$ cat src/rtl/control_decode_pkg.sv
// Shared encodings for the instruction-class control decoder: output field
// codes, class indices and the packed control bundle.
package control_decode_pkg;

  typedef enum logic [1:0] {
    IMM_I = 2'b00,
    IMM_S = 2'b01,
    IMM_U = 2'b10
  } imm_sel_e;

  typedef enum logic [1:0] {
    OPA_RS1  = 2'b00,
    OPA_PC   = 2'b01,
    OPA_PC4  = 2'b10,
    OPA_ZERO = 2'b11
  } opa_e;

  typedef enum logic [1:0] {
    NPC_PC4  = 2'b00,
    NPC_BR   = 2'b01,
    NPC_JAL  = 2'b10,
    NPC_JALR = 2'b11
  } npc_e;

  typedef enum logic [2:0] {
    ALU_R   = 3'b000,
    ALU_I   = 3'b001,
    ALU_B   = 3'b010,
    ALU_J   = 3'b011,
    ALU_L   = 3'b100,
    ALU_S   = 3'b101,
    ALU_LUI = 3'b110,
    ALU_AUI = 3'b111
  } alu_e;

  typedef enum logic [3:0] {
    SEL_ADD    = 4'b0000,
    SEL_SUB    = 4'b1000,
    SEL_PASS_B = 4'b1110,
    SEL_PASS_A = 4'b1111
  } alu_sel_e;

  // Class vector bit positions; a higher index wins in the priority encoder.
  localparam int unsigned NUM_CLS = 9;
  localparam int unsigned CLS_R   = 0;
  localparam int unsigned CLS_I   = 1;
  localparam int unsigned CLS_L   = 2;
  localparam int unsigned CLS_S   = 3;
  localparam int unsigned CLS_B   = 4;
  localparam int unsigned CLS_J   = 5;
  localparam int unsigned CLS_JR  = 6;
  localparam int unsigned CLS_AUI = 7;
  localparam int unsigned CLS_LUI = 8;

  typedef logic [NUM_CLS-1:0] cls_t;

  typedef struct packed {
    logic     reg_write;
    logic     branch;
    logic     op_b;
    logic     store;
    logic     mem_to_reg;
    imm_sel_e imm_sel;
    opa_e     op_a;
    npc_e     next_pc;
    alu_e     alu;
    alu_sel_e alu_sel;
  } ctrl_t;

  localparam ctrl_t CTRL_NOP = '0;

endpackage

$ cat src/rtl/control_decode_prio.sv
// Fixed-priority resolver: keeps only the highest-index asserted class flag.
module control_decode_prio
  import control_decode_pkg::*;
(
  input  logic [NUM_CLS-1:0] flags,
  output logic [NUM_CLS-1:0] onehot
);

  // Ascending scan so the last (highest-priority) asserted flag overwrites.
  always_comb begin
    onehot = '0;
    for (int unsigned i = 0; i < NUM_CLS; i++) begin
      if (flags[i]) begin
        onehot    = '0;
        onehot[i] = 1'b1;
      end
    end
  end

endmodule

$ cat src/rtl/control_decode.sv
// Instruction-class control decoder: priority-resolve the class flags, look
// up the control bundle and register it with an async active-high reset.
module control_decode
  import control_decode_pkg::*;
(
  input  logic       clk,
  input  logic       rst,
  input  logic       R,
  input  logic       I,
  input  logic       L,
  input  logic       S,
  input  logic       B,
  input  logic       J,
  input  logic       Jr,
  input  logic       lui,
  input  logic       aui,
  output logic       regWrite,
  output logic       branch,
  output logic       opB,
  output logic       store,
  output logic       memToReg,
  output logic [1:0] immSel,
  output logic [1:0] opA,
  output logic [1:0] nextPc,
  output logic [2:0] alu,
  output logic [3:0] aluSel
);

  cls_t  flags;
  cls_t  cls;
  ctrl_t d;
  ctrl_t q;

  assign flags = {lui, aui, Jr, J, B, S, L, I, R};

  control_decode_prio u_prio (
    .flags  (flags),
    .onehot (cls)
  );

  always_comb begin
    d = CTRL_NOP;
    case (1'b1)
      cls[CLS_LUI]: begin
        d.reg_write = 1'b1;
        d.op_a      = OPA_ZERO;
        d.op_b      = 1'b1;
        d.imm_sel   = IMM_U;
        d.alu       = ALU_LUI;
        d.alu_sel   = SEL_PASS_B;
      end
      cls[CLS_AUI]: begin
        d.reg_write = 1'b1;
        d.op_a      = OPA_PC;
        d.op_b      = 1'b1;
        d.imm_sel   = IMM_U;
        d.alu       = ALU_AUI;
      end
      cls[CLS_JR]: begin
        d.reg_write = 1'b1;
        d.op_a      = OPA_PC4;
        d.next_pc   = NPC_JALR;
        d.alu       = ALU_J;
        d.alu_sel   = SEL_PASS_A;
      end
      cls[CLS_J]: begin
        d.reg_write = 1'b1;
        d.op_a      = OPA_PC4;
        d.next_pc   = NPC_JAL;
        d.alu       = ALU_J;
        d.alu_sel   = SEL_PASS_A;
      end
      cls[CLS_B]: begin
        d.branch  = 1'b1;
        d.next_pc = NPC_BR;
        d.alu     = ALU_B;
        d.alu_sel = SEL_SUB;
      end
      cls[CLS_S]: begin
        d.store   = 1'b1;
        d.op_b    = 1'b1;
        d.imm_sel = IMM_S;
        d.alu     = ALU_S;
      end
      cls[CLS_L]: begin
        d.reg_write  = 1'b1;
        d.mem_to_reg = 1'b1;
        d.op_b       = 1'b1;
        d.alu        = ALU_L;
      end
      cls[CLS_I]: begin
        d.reg_write = 1'b1;
        d.op_b      = 1'b1;
        d.alu       = ALU_I;
      end
      cls[CLS_R]: begin
        d.reg_write = 1'b1;
      end
      default: ;
    endcase
  end

  always_ff @(posedge clk or posedge rst) begin
    if (rst) q <= CTRL_NOP;
    else     q <= d;
  end

  assign regWrite = q.reg_write;
  assign branch   = q.branch;
  assign opB      = q.op_b;
  assign store    = q.store;
  assign memToReg = q.mem_to_reg;
  assign immSel   = q.imm_sel;
  assign opA      = q.op_a;
  assign nextPc   = q.next_pc;
  assign alu      = q.alu;
  assign aluSel   = q.alu_sel;

endmodule

$ cat config.mk
export PLATFORM = sky130hd
export DESIGN_NAME = control_decode
export DESIGN_NICKNAME = d
export VERILOG_FILES = /design/src/rtl/control_decode_pkg.sv /design/src/rtl/control_decode_prio.sv /design/src/rtl/control_decode.sv
export SDC_FILE = /design/constraint.sdc
export NUM_CORES = 1
export LEC_CHECK = 0
export BUFFER_PORTS_ARGS = -buffer_cell sky130_fd_sc_hd__buf_4
export CORE_AREA = 2 2 39 41
export CTS_CLUSTER_DIAMETER = 30
export DETAILED_ROUTE_END_ITERATION = 12
export DIE_AREA = 0 0 41 43
export PLACE_DENSITY = 0.8
export SYNTH_ARGS = -nofsm -noshare
export SYNTH_HDL_FRONTEND = slang
export SYNTH_SLANG_ARGS = --single-unit
export TNS_END_PERCENT = 5
$ cat constraint.sdc
create_clock -name clk -period 1.9 [get_ports clk]
set_clock_uncertainty 0.15 [all_clocks]
set_input_delay 0.38 -clock clk [delete_from_list [all_inputs] [get_ports clk]]
set_output_delay 0.38 -clock clk [all_outputs]
set_load 0.02 [all_outputs]
==> results of run 1 <==
[through the flow]
stage	area (sq um)	total power (W)	utilization	hold WS [ns]	worst slack [ns]
6_report	751	0.000555	0.542	0.147	0.544
5_1_grt	751	0.000574	0.542	0.157	0.520
4_1_cts	751	0.000555	0.542	0.146	0.541
3_5_place_dp	714	0.000395	0.516	0.277	0.622
3_3_place_gp	714	0.000392	0.516	0.256	0.683
2_1_floorplan	522	0.000346	-	0.107	0.743
[area by class of cell]
type	instances	area (sq um)
clock buffer	4	26.3
fill	119	633
inverter	3	11.3
multi-input combinational	22	148
sequential	13	325
tap	16	20.0
timing repair buffer	29	220
[where the power goes]
| part | internal, W | switching [W] | leakage, nW |
|---|---|---|---|
| clock network | 0.0000812 | 0.0000839 | 0.0150 |
| logic | 0.0000437 | 0.0000543 | 0.205 |
| registers | 0.000287 | 0.00000424 | 0.150 |
[final timing paths]
check                                    start             endpoint  slack (ns)  cells past startpoint
hold / removal                             lui     alu[0]$_DFF_PP0_        0.15                      2
min in group asynchronous                  rst     alu[2]$_DFF_PP0_        0.52                      3
max in group asynchronous                  rst  nextPc[0]$_DFF_PP0_        0.76                      3
setup / recovery           aluSel[0]$_DFF_PP0_            nextPc[1]        0.54                      1
[Yosys cell counts (2+ instances only)]
cell type	number
sky130_fd_sc_hd__dfrtp_1	13
sky130_fd_sc_hd__buf_4	5
sky130_fd_sc_hd__inv_1	3
sky130_fd_sc_hd__nor2_1	3
sky130_fd_sc_hd__o21bai_1	3
sky130_fd_sc_hd__a21oi_1	2
sky130_fd_sc_hd__and3_1	2
sky130_fd_sc_hd__nand2_1	2
sky130_fd_sc_hd__nor3_1	2
[logic make-up after synthesis]
| group | count (synthesis) | share of synthesized area |
|---|---|---|
| flops | 13 | 0.623 |
| compound gates | 8 | 0.103 |
| buf+inv | 8 | 0.0935 |
| simple gates | 14 | 0.180 |
[metal layers]
layer,global-route usage,up-vias,routed length (microns)
met3,0.0157,2,58
met1,0.144,178,368
met4,0.0800,0,7
met5,0,-,0
met2,0.213,19,538
li1,-,198,-
==> impl_metrics.json, run 1 <==
{
  "first_global_vias": 347,
  "synth_top_flop_cell": "sky130_fd_sc_hd__dfrtp_1",
  "synth_area_per_cell_sq_um": 12.1,
  "total_leakage_power_nw": 0.370,
  "most_frequent_cells_in_the_layout": "sky130_fd_sc_hd__buf_4 (28), sky130_fd_sc_hd__dfrtp_1 (13)",
  "count_of_flip_flops_with_a_built_in_enable_after_synthesis": 0,
  "post_cts_hold_buffer_count": 1,
  "vdd_ir_drop_max_v": 0.000327,
  "timing.setup.critical_path_class": "reg -> out",
  "post_cts.resized_instances": 0,
  "power_density_mw_per_mm2": 739,
  "finalWirelength_microns": 973,
  "grt_start_max_net_pins": 14,
  "setup_total_negative_slack_ns": 0,
  "clkSlewWorstSetupHoldPaths_ns": 0.07,
  "outcome": "complete, no violations",
  "flow.area_growth_from_synthesis_pct": 43.9,
  "synth_async_sr_flop_share": 1.00,
  "numCtsBuffers": 3,
  "ant_nets": 0,
  "worstPathBufferInverterCount": 1,
  "timing.final.crit_period_ns": 1.36,
  "htree_levels": 1,
  "most_frequent_standard_cell_in_the_layout_excluding_fill_and_tap_cells": "sky130_fd_sc_hd__buf_4",
  "floorplan.initialDensity": 0.377,
  "layout-drive-gt1-share": 0.493,
  "gp_congestion": 0.799,
  "antenna_cells_inserted": 0,
  "rsz_0062_raised_after_global_routing": "no",
  "die_height_microns": 43,
  "postSynthNetCount": 54,
  "timing.critical_path.to_type": "primary output",
  "io_buffer_count": 28,
  "finalCritPeriodShare": 0.714,
  "synth-seq-cells": 13,
  "dp.cells": 82,
  "vias": 397,
  "placeableCoreArea_sq_mm": 0.00138,
  "number_of_top_level_design_ports": 29,
  "dr.first_iter.drc_count": 7,
  "cpMaxStageDelayCell": "sky130_fd_sc_hd__dfrtp_1",
  "tritoncts": "yes",
  "drt_via_density": 4.56,
  "worstSetupStartpointType": "flip-flop",
  "detail_route.first_pass.iterations": 4,
  "worstPathCellList": "buf_4",
  "max-slew-margin-rel": 0.693,
  "setup_viol_count_final": 0,
  "maxcap_viol_count": 0,
  "syn-cell-area_sq_um": 522,
  "fin_cells": 87,
  "clock-root-buffer": "sky130_fd_sc_hd__clkbuf_4",
  "design.die.area_sq_mm": 0.00176,
  "floorplan.die.width_microns": 41,
  "yosysUniqueCellTypes": 17,
  "hold_viol_final": 0,
  "max_freq_mhz": 737,
  "max-clock-path-buffers": 2,
  "synth_largest_area_cell": "sky130_fd_sc_hd__dfrtp_1",
  "crit_fanout": 2,
  "synth_top_area_share": 0.624,
  "number_of_antenna_violations_at_the_first_check_in_global_routing": 0,
  "timing.critical_path.max_delay_family": "flip-flops",
  "drt_drc_violations_left": 0,
  "synth_area_leaders": "sky130_fd_sc_hd__dfrtp_1 (62%), sky130_fd_sc_hd__buf_4 (7.2%), sky130_fd_sc_hd__o21bai_1 (4.3%), sky130_fd_sc_hd__nor3_4 (3.1%), sky130_fd_sc_hd__and3_1 (2.4%)",
  "cts_post_setup_buffers_inserted": 0,
  "avgRoutedWirePerCell_microns": 11.2,
  "syn-instance-count": 43,
  "synth-seq-area-share": 0.624,
  "critical_path_required_ns": 1.37,
  "pin_slew_with_the_least_headroom_to_its_limit_ns": 0.461,
  "worstPathArrival_ns": 0.83,
  "grt_overflow_total": 0,
  "maxSlewViolCount": 0,
  "first_pass_grt_wire_length_microns": 1500,
  "holdCritPathClass": "in -> reg",
  "placement_rows": 14,
  "groute.usage.overall": 0.128,
  "max_stage_delay_ns": 0.40,
  "cts_num_sinks": 13,
  "nets": 83,
  "yosys_warnings": 0
}
Note: power is estimated with default switching activity, not from simulation.
==> inputs of run 2 (changes only) <==
CORE_AREA = not set   (was 2 2 39 41)
CORE_MARGIN = 2   (was not set)
CORE_UTILIZATION = 37   (was not set)
DIE_AREA = not set   (was 0 0 41 43)
PLACE_DENSITY = 0.79   (was 0.8)
clock period = 1.2 ns   (was 1.9 ns; I/O delays follow)
==> run 2 against run 1 <==
  * The flow now finishes with violations (setup timing)
  * Final cell count is the same
  * Combinational power grew 63%
  * Wire length shrank 6.3%
  * Via count shrank 3.8%
  * Sequential cell count is the same
  * Non-clock buffer count grew 1
  * Worst hold slack lost 0.13 ns
  * Count of clock-buffer cells in the layout is the same
  * Sequential power grew 59%
  * First-iteration DRC count shrank 86%
==> impl_metrics.json, run 2 (synthesis results as in run 1) <==
{
  "hold_viol_final": 0,
  "floorplan.die.width_microns": 41.6,
  "vdd_ir_drop_max_v": 0.000588,
  "drt_via_density": 4.39,
  "first_global_vias": 364,
  "timing.setup.critical_path_class": "reg -> out",
  "ant_nets": 0,
  "detail_route.first_pass.iterations": 2,
  "max_stage_delay_ns": 0.40,
  "io_buffer_count": 28,
  "placement_rows": 13,
  "post-route-cell-area_sq_um": 774,
  "die_height_microns": 41.6,
  "grt_use_met2": 0.194,
  "worstPathBufferInverterCount": 1,
  "layout-drive-gt1-share": 0.486,
  "finalWirelength_microns": 912,
  "finalCritPeriodShare": 1.01,
  "max-clock-path-buffers": 2,
  "seq_area_sq_um": 325,
  "most_frequent_cells_in_the_layout": "sky130_fd_sc_hd__buf_4 (24), sky130_fd_sc_hd__dfrtp_1 (13), sky130_fd_sc_hd__buf_6 (4)",
  "floorplan.initialDensity": 0.401,
  "timing.final.crit_period_ns": 1.22,
  "grt.met1_usage": 0.122,
  "maxSlewViolCount": 0,
  "timing.critical_path.to_type": "primary output",
  "drt_drc_violations_left": 0,
  "htree_levels": 1,
  "setup_viol_count_final": 4,
  "cts_post_setup_buffers_inserted": 0,
  "number_of_antenna_violations_at_the_first_check_in_global_routing": 0,
  "worstHoldEndpoint": "memToReg$_DFF_PP0_",
  "flow.area_growth_from_synthesis_pct": 48.4,
  "crit_fanout": 3,
  "utilization": 0.595,
  "worstSetupStartpointType": "flip-flop",
  "total_leakage_power_nw": 0.379,
  "use_met3": 0.0348,
  "outcome": "finished, violations left",
  "worst_hold_startpoint": "S",
  "nets": 84,
  "holdCritPathClass": "in -> reg",
  "most_frequent_standard_cell_in_the_layout_excluding_fill_and_tap_cells": "sky130_fd_sc_hd__buf_4",
  "maxcap_viol_count": 0,
  "numCtsBuffers": 3,
  "clock-root-buffer": "sky130_fd_sc_hd__clkbuf_4",
  "grt_start_max_net_pins": 14,
  "grt_overflow_total": 0,
  "violations": "setup timing",
  "multi_input_comb_area_sq_um": 148,
  "critical_path_required_ns": 0.81,
  "layout_setup_ws_ns": -0.0173,
  "cts_num_sinks": 13,
  "number_of_top_level_design_ports": 29,
  "dpl-instance-area_sq_um": 713,
  "whs_path_depth": 2,
  "fill_cells": 126,
  "power.total_w": 0.000878,
  "timing.critical_path.max_delay_family": "flip-flops",
  "avgRoutedWirePerCell_microns": 10.5,
  "design.die.area_sq_mm": 0.00173,
  "worstPathCellList": "buf_4",
  "max_freq_mhz": 821,
  "gp_congestion": 0.734,
  "grt_busiest_layer": "met2",
  "clkSlewWorstSetupHoldPaths_ns": 0.07,
  "groute.usage.overall": 0.115,
  "cpMaxStageDelayCell": "sky130_fd_sc_hd__dfrtp_1",
  "rsz_0062_raised_after_global_routing": "yes",
  "placeableCoreArea_sq_mm": 0.00130,
  "first_pass_grt_wire_length_microns": 1480,
  "hold-worst-slack_ns": 0.0155,
  "worstPathArrival_ns": 0.83,
  "max-slew-margin-rel": 0.696,
  "dr.first_iter.drc_count": 1,
  "post-dp-hpwl_microns": 741,
  "vias": 382,
  "power_density_mw_per_mm2": 1130,
  "antenna_cells_inserted": 0,
  "pin_slew_with_the_least_headroom_to_its_limit_ns": 0.455,
  "tritoncts": "yes"
}
run 2: cell types whose count changed in the layout (fill, tap and decap cells not counted):
cell,change
sky130_fd_sc_hd__buf_6,+4
sky130_fd_sc_hd__dlygate4sd3_1,+1
sky130_fd_sc_hd__buf_4,-4
run 2: cell type report:
class / instances / share of cell area
inverters: 3 / 0.0145
repair buffers: 30 / 0.317
clock buffers: 4 / 0.0339
flip-flops and latches: 13 / 0.420
well taps: 15 / 0.0242
multi-input cells: 22 / 0.191
run 2: worst max path at each step:
stage / from / end / slack, ns / cells after the start
6_report: aluSel[2]$_DFF_PP0_ / aluSel[1] / -0.02 / 1
2_1_floorplan: aluSel[2]$_DFF_PP0_ / aluSel[2] / 0.18 / 1
3_5_place_dp: J / memToReg$_DFF_PP0_ / 0.07 / 4
4_1_cts: aluSel[2]$_DFF_PP0_ / aluSel[1] / -0.03 / 1
3_3_place_gp: J / memToReg$_DFF_PP0_ / 0.13 / 4
5_1_grt: aluSel[2]$_DFF_PP0_ / aluSel[1] / -0.06 / 1
run 2: metal layers:
metal	vias up	routed length, microns	part of all wire
met4	0	6	0.0066
li1	196	-	-
met3	2	64	0.070
met1	169	350	0.38
met5	-	0	0
met2	15	491	0.54
run 2: power by group:
group / internal (W) / switching, W / total (W)
logic: 0.0000752 / 0.0000853 / 0.000160
registers: 0.000455 / 0.00000760 / 0.000463
clock network: 0.000129 / 0.000126 / 0.000255
run 2: timing repair:
item | CTS | global route
resized for setup | 0 | 4
endpoints found under the hold margin | 14 | 0
hold buffers | 2 | 0
endpoints found under the setup margin | 7 | 12
run 2: per-stage QoR:
step	setup TNS [ns]	std cells	setup slack (ns)
floorplan	0	43	0.183
global placement	0	81	0.127
detailed placement	0	81	0.0703
CTS	-0.107	87	-0.0293
global route	-0.285	87	-0.0560
finish	-0.0590	87	-0.0173
